### src/rtl/barrel_pkg.sv
// Shared types and constants for the barrel rotator family.
// Direction encoding matches the combinational rotator's dir input.
package barrel_pkg;

  typedef enum logic [1:0] {IDLE, SHIFT, DONE} unrot_state_t;

  localparam logic DIR_LEFT  = 1'b0;
  localparam logic DIR_RIGHT = 1'b1;

endpackage

### src/rtl/barrel_rot1.sv
// Combinational rotate-by-one, direction selectable.
// Building block for serial shifters.
module barrel_rot1
  import barrel_pkg::*;
#(
  parameter int WIDTH = 4
) (
  input  logic [WIDTH-1:0] d,
  input  logic             dir,
  output logic [WIDTH-1:0] q
);

  assign q = (dir == DIR_RIGHT) ? {d[0], d[WIDTH-1:1]}
                                : {d[WIDTH-2:0], d[WIDTH-1]};

endmodule

### src/rtl/barrel_unrotate_seq.sv
// Serial inverse of the barrel rotator: undoes a rotation one bit per clock
// in the opposite direction, with valid/ready handshakes on both sides.
module barrel_unrotate_seq
  import barrel_pkg::*;
#(
  parameter int WIDTH = 4,
  parameter int SHW   = $clog2(WIDTH)
) (
  input  logic             clk,
  input  logic             rst,
  input  logic             in_valid,
  output logic             in_ready,
  input  logic [WIDTH-1:0] din,
  input  logic [SHW-1:0]   sh_amt,
  input  logic             dir,
  output logic             out_valid,
  input  logic             out_ready,
  output logic [WIDTH-1:0] dout,
  output logic             busy
);

  unrot_state_t     state;
  logic [WIDTH-1:0] data_q;
  logic [SHW-1:0]   cnt_q;
  logic             undo_q;
  logic [WIDTH-1:0] rot_d;

  barrel_rot1 #(.WIDTH(WIDTH)) u_rot1 (
    .d   (data_q),
    .dir (undo_q),
    .q   (rot_d)
  );

  assign in_ready = (state == IDLE);
  assign busy     = (state != IDLE);

  // dout/out_valid are loaded on the same edge that enters DONE so the
  // result is registered without an extra cycle of latency.
  always_ff @(posedge clk) begin
    if (rst) begin
      state     <= IDLE;
      data_q    <= '0;
      cnt_q     <= '0;
      undo_q    <= 1'b0;
      dout      <= '0;
      out_valid <= 1'b0;
    end else begin
      case (state)
        IDLE: begin
          if (in_valid) begin
            data_q <= din;
            cnt_q  <= sh_amt;
            undo_q <= ~dir;
            if (sh_amt != '0) begin
              state <= SHIFT;
            end else begin
              state     <= DONE;
              dout      <= din;
              out_valid <= 1'b1;
            end
          end
        end
        SHIFT: begin
          data_q <= rot_d;
          cnt_q  <= cnt_q - SHW'(1);
          if (cnt_q == SHW'(1)) begin
            state     <= DONE;
            dout      <= rot_d;
            out_valid <= 1'b1;
          end
        end
        DONE: begin
          if (out_ready) begin
            state     <= IDLE;
            out_valid <= 1'b0;
          end
        end
        default: begin
          state     <= IDLE;
          out_valid <= 1'b0;
        end
      endcase
    end
  end

endmodule

### config.mk
export PLATFORM = sky130hd
export DESIGN_NAME = barrel_unrotate_seq
export DESIGN_NICKNAME = d
export VERILOG_FILES = /design/src/rtl/barrel_pkg.sv /design/src/rtl/barrel_rot1.sv /design/src/rtl/barrel_unrotate_seq.sv
export SDC_FILE = /design/constraint.sdc
export NUM_CORES = 1
export LEC_CHECK = 0
export BUFFER_PORTS_ARGS = -buffer_cell sky130_fd_sc_hd__clkbuf_2
export CAP_MARGIN = 20
export CORE_MARGIN = 5
export CORE_UTILIZATION = 46
export CTS_BUF_LIST = sky130_fd_sc_hd__clkbuf_8 sky130_fd_sc_hd__clkbuf_16
export DETAILED_ROUTE_END_ITERATION = 12
export GPL_TIMING_DRIVEN = 0
export PLACE_DENSITY = 0.72
export SYNTH_ARGS = -nofsm -noshare
export SYNTH_HDL_FRONTEND = slang
export SYNTH_HIERARCHICAL = 1
export SYNTH_SLANG_ARGS = --single-unit
### constraint.sdc
create_clock -name clk -period 1.17 [get_ports clk]
set_input_delay 0.234 -clock clk [delete_from_list [all_inputs] [get_ports clk]]
set_output_delay 0.234 -clock clk [all_outputs]
set_load 0.02 [all_outputs]
* After elaboration in Yosys (flattened, before gate mapping)
Index checks and enable logic that the tools add are counted.
Word-level totals: bits in registers 14, input bits 11, output and inout bits 7, logic and storage cells 43
Operators by class: add/sub/neg operators 1, equality and inequality tests 7, multiplexer cells 19, bitwise operators 1, reduce and logical (&&, ||, !) cells 9
Operators with widths (number):
- 2-to-1 mux 4 bit | 5
- case mux 4 bit (2 select lines) | 2
- 2-to-1 mux 2 bit | 5
- inequality test 2 bit, second input constant | 4
- AND reduction 4 bit | 2
- case mux 2 bit (3 select lines) | 1
- nonzero test 2 bit | 3
- == test 2 x 1 -> 1 bit, second input constant | 2
- 2-to-1 mux 1 bit | 4
- case mux 2 bit (2 select lines) | 1
- AND reduction 2 bit | 2
- case mux 1 bit (3 select lines) | 1
- AND reduction 3 bit | 1
- == test 2 bit, second input constant | 1
- zero test 2 bit | 1
- subtractor 2 x 1 -> 2 bit, second input constant | 1
- inverter 1 bit | 1

* Depth between registers and ports, before layout
depth in word-level cells 4, gate-level depth with buffers 5, gate-level depth less buffers 5

* Hierarchy
Netlist, hierarchy kept.
Modules (own cells, without submodules):
- barrel_unrotate_seq | instances 1, cells an instance 80, area an instance 742.0 sq um, sequential area each 280.3 sq um
- barrel_rot1 | instances 1, cells an instance 4, area an instance 45.0 sq um, sequential area each 0.0 sq um

* Worst setup path before layout
Ideal clock, no wire load.
path type register to register, from reg state[0], to reg undo_q, setup time 0.091 ns, arrival time 1.151 ns, required time 1.079 ns, slack -0.072 ns, cell stages (with the launch flop) 6, path buffers 1, clock period less this slack 1.242 ns, cells stage by stage dfxtp_1 > buf_6 > or2_4 > inv_2 > a21oi_1 > a311oi_1
On the way: cells in the longest elaborated chain, start to end 2
RTL lines:
- start, declared | RTL line barrel_unrotate_seq.sv:22 | unrot_state_t state;
- start signal, assigned | RTL line barrel_unrotate_seq.sv:41 | state <= IDLE;
- start signal, assigned | RTL line barrel_unrotate_seq.sv:55 | state <= SHIFT;
- start signal, assigned | RTL line barrel_unrotate_seq.sv:57 | state <= DONE;
- zero test 2 bit
- net in_ready | RTL line barrel_unrotate_seq.sv:12 | output logic in_ready,
- AND reduction 2 bit (no line)
- end signal, assigned | RTL line barrel_unrotate_seq.sv:53 | undo_q <= ~dir;
- end, declared | RTL line barrel_unrotate_seq.sv:25 | logic undo_q;
The timed path passes the listed nets, and every way through them passes these cells. A chain may end at the register's enable or synchronous reset.

* Final worst setup path
from reg state[0], to out busy
On the way: cells in the longest elaborated chain, start to end 1
RTL lines:
- nonzero test 2 bit | RTL line barrel_unrotate_seq.sv:35 | assign busy = (state != IDLE);
- end, declared | RTL line barrel_unrotate_seq.sv:19 | output logic busy
No other way between the ends.

==> flow_metrics.py <==
metrics = {
    "critical_path": {
        "cp_data_arrival_time_ns": 1.15,
        "cp-end-kind": "output pin",
        "path_class": "reg2out",
        "worstPathRequired_ns": 0.94,
        "r2r_slack_ns": -0.15,
        "crit_path_max_fanout": 3,
        "cp-start-kind": "flip-flop",
    },
    "cts": {
        "cts.sinks": 14,
        "cts-root-buf": "clkbuf_8",
        "cts_hold_buffers": 0,
        "numCtsBuffers": 3,
        "path_clk_slew_ns": 0.06,
        "tritoncts": "done",
        "htreeDepth": 1,
        "insertion_delay_ns": 0.25,
        "clk_path_buf_depth": 2,
    },
    "drt": {
        "ant_nets": 0,
        "route.detailed.drc": 0,
        "dr.first_iter.drc_count": 6,
        "routed_wirelength_mm": 1.918,
        "wire_per_inst_microns": 14.87,
        "vias": 721,
        "vias_per_cell": 5.589,
        "drt-pass1-iter-count": 4,
    },
    "synthesis": {
        "ys_seq_area_share_pct": 35.61,
        "async_flop_share_pct": 0,
        "ys_warn_count": 6,
        "syn_area_sq_um": 787.0,
        "yosysUniqueCellTypes": 26,
        "synth_edf_count": 0,
        "synth-main-ff-cell": "dfxtp_1",
        "syn_avg_cell_area_sq_um": 9.369,
        "netlist_instances": 84,
        "synth_fp_nets": 96,
        "ys_ff_latch": 14,
    },
    "cells_and_area": {
        "num_antenna_cells": 0,
        "drive_above_1_share_pct": 56.25,
        "syn_to_final_growth_pct": 44.51,
        "stdcell_count": 129,
        "fin_nets": 125,
        "final_area_sq_um": 1137,
        "nFillCells": 132,
        "utilization_pct": 68.09,
    },
    "power_and_ir_drop": {
        "power_leakage_nw": 0.4970,
        "vdd.ir_drop.worst_uv": 909.3,
        "p_per_area_nw_per_um2": 1475,
        "finalPower_mw": 1.678,
    },
    "placement": {
        "placedCellCount": 118,
        "hpwl_mm": 1.264,
        "placed_area_sq_um": 905.9,
        "port_buffers": 17,
        "gp_congestion": 0.8068,
    },
    "sta": {
        "fin_crit_sh_pct": 117.9,
        "slew_headroom_pct": 54.94,
        "finalCriticalPeriod_ns": 1.379,
        "fin_skew_ns": 0.002098,
        "fmax_mhz": 725.0,
        "maxSlewViolCount": 0,
        "hold_viol_final": 0,
        "setup_viol": 16,
        "rsz0062_at_grt": "yes",
        "fin_ws_ns": -0.2094,
        "tightest_slew_ns": 0.6759,
    },
    "grt": {
        "grt_pass1_vias": 693,
        "grt_pass1_wl_mm": 3.091,
        "grt_start_max_net_pins": 11,
        "antenna_found_initial": 0,
        "grt_use_total_pct": 15.64,
        "gr-total-overflow": 0,
    },
    "die": {
        "core_sq_um": 1670,
        "die_h_microns": 51.36,
        "initial_core_util_pct": 47.12,
        "die-area_sq_um": 2638,
        "die-width_microns": 51.36,
        "row_count": 15,
        "ios": 18,
    },
    "run_status": {
        "status": "finished with violations",
        "violations": "setup timing",
    },
    "run": {
        "drv_cap": 0,
    },
    "worst_hold_path": {
        "hold_path_class": "in2reg",
    },
}
-- synth_stat cells (2+ instances only) --
cell type,n,share of area (%)
and2_1,2,1.6
a311oi_1,7,7.8
buf_6,2,2.9
o211a_1,4,5.1
a21oi_1,2,1.3
mux2_2,4,5.7
nor2_1,7,3.3
dfxtp_1,14,36
mux2i_1,4,5.1
nand2_1,11,5.2
inv_1,7,3.3
a211oi_1,6,5.7
-- state kept, by name, summed over array words and instances (netlist names) --
name	cells
cnt_q	2
data_q	4
dout	4
out_valid	1
state	2
undo_q	1
-- cell families (layout without fill, tap and decap cells) --
group / after synthesis / after routing / synth area share [%]
buffers and inverters: 11 / 39 / 7.154
multiplexers: 8 / 8 / 10.81
adder cells (fa/ha/maj): 1 / 1 / 1.590
AND/OR/NAND/NOR: 27 / 27 / 19.56
AO/OA/AOI/OAI: 23 / 23 / 25.28
flip-flops: 14 / 14 / 35.61
-- worst max-delay path, stage by stage, from the launching register on --
cell and delay (ns):
dfxtp_4 0.35, buf_8 0.11, or2_4 0.27, clkbuf_4 0.17
-- placed cells by master (no fill, tap or decap), types with 2 or more instances in the layout --
cell type / instances
a311oi_1: 2
a311oi_2: 5
clkbuf_2: 15
nor2_1: 4
nor2_2: 3
mux2i_1: 3
clkbuf_8: 4
inv_1: 7
nand2_1: 11
o211a_1: 4
a211oi_2: 6
dfxtp_1: 12
buf_4: 4
buf_8: 2
a21oi_2: 2
buf_6: 4
mux2_2: 4
-- metrics by stage --
stage	hold slack [ns]	setup TNS [ns]	setup slack (ns)
after floorplan	0.3061	-0.01417	-0.004988
after global placement	0.4377	-0.4796	-0.1020
after detailed placement	0.4418	-0.5885	-0.1411
after CTS	0.1717	-1.456	-0.2013
after global routing	0.2159	-2.387	-0.2376
final	0.2068	-1.619	-0.2094
-- area by class of cell --
type                    instances  area [sq um]  area share (%)
clock buffers                   4         55.05           4.840
multi-input cells              59         551.8           48.51
flip-flops and latches         14         285.3           25.08
inverters                       8         32.53           2.860
well taps                      17         21.27           1.870
repair buffers                 24         161.4           14.19
plain buffers                   3         30.03           2.640
-- where the power goes --
| part | switching, mW | total (mW) | internal [mW] | leakage [nW] |
|---|---|---|---|---|
| Combinational | 0.301 | 0.606 | 0.305 | 0.352 |
| Clock | 0.181 | 0.479 | 0.298 | 0.0288 |
| Sequential | 0.0500 | 0.593 | 0.543 | 0.117 |
-- metal layers --
| metal | track usage (%) | part of all wire [%] | vias to the layer above |
|---|---|---|---|
| met3 | 4.082 | 4.4 | 2 |
| li1 | - | - | 363 |
| met4 | 8.734 | 1.1 | 0 |
| met5 | 0 | 0 | - |
| met1 | 18.44 | 44 | 339 |
| met2 | 25.42 | 50 | 17 |
-- worst paths after layout --
check	from	to	depth (start not counted)
worst max register to register	state[0]	state[0]	5
worst max-delay path	state[0]	busy	3
worst min-delay path	dir	undo_q	2
worst min register to register	dout[2]	dout[2]	2
-- repair_timing --
item,4_1_cts,5_1_grt
pin swaps,13,2
resized for setup,22,9
endpoints found under the setup margin,14,16
gates cloned,1,0
setup buffers,6,0
No activity file was read; power rests on OpenSTA's default activity.
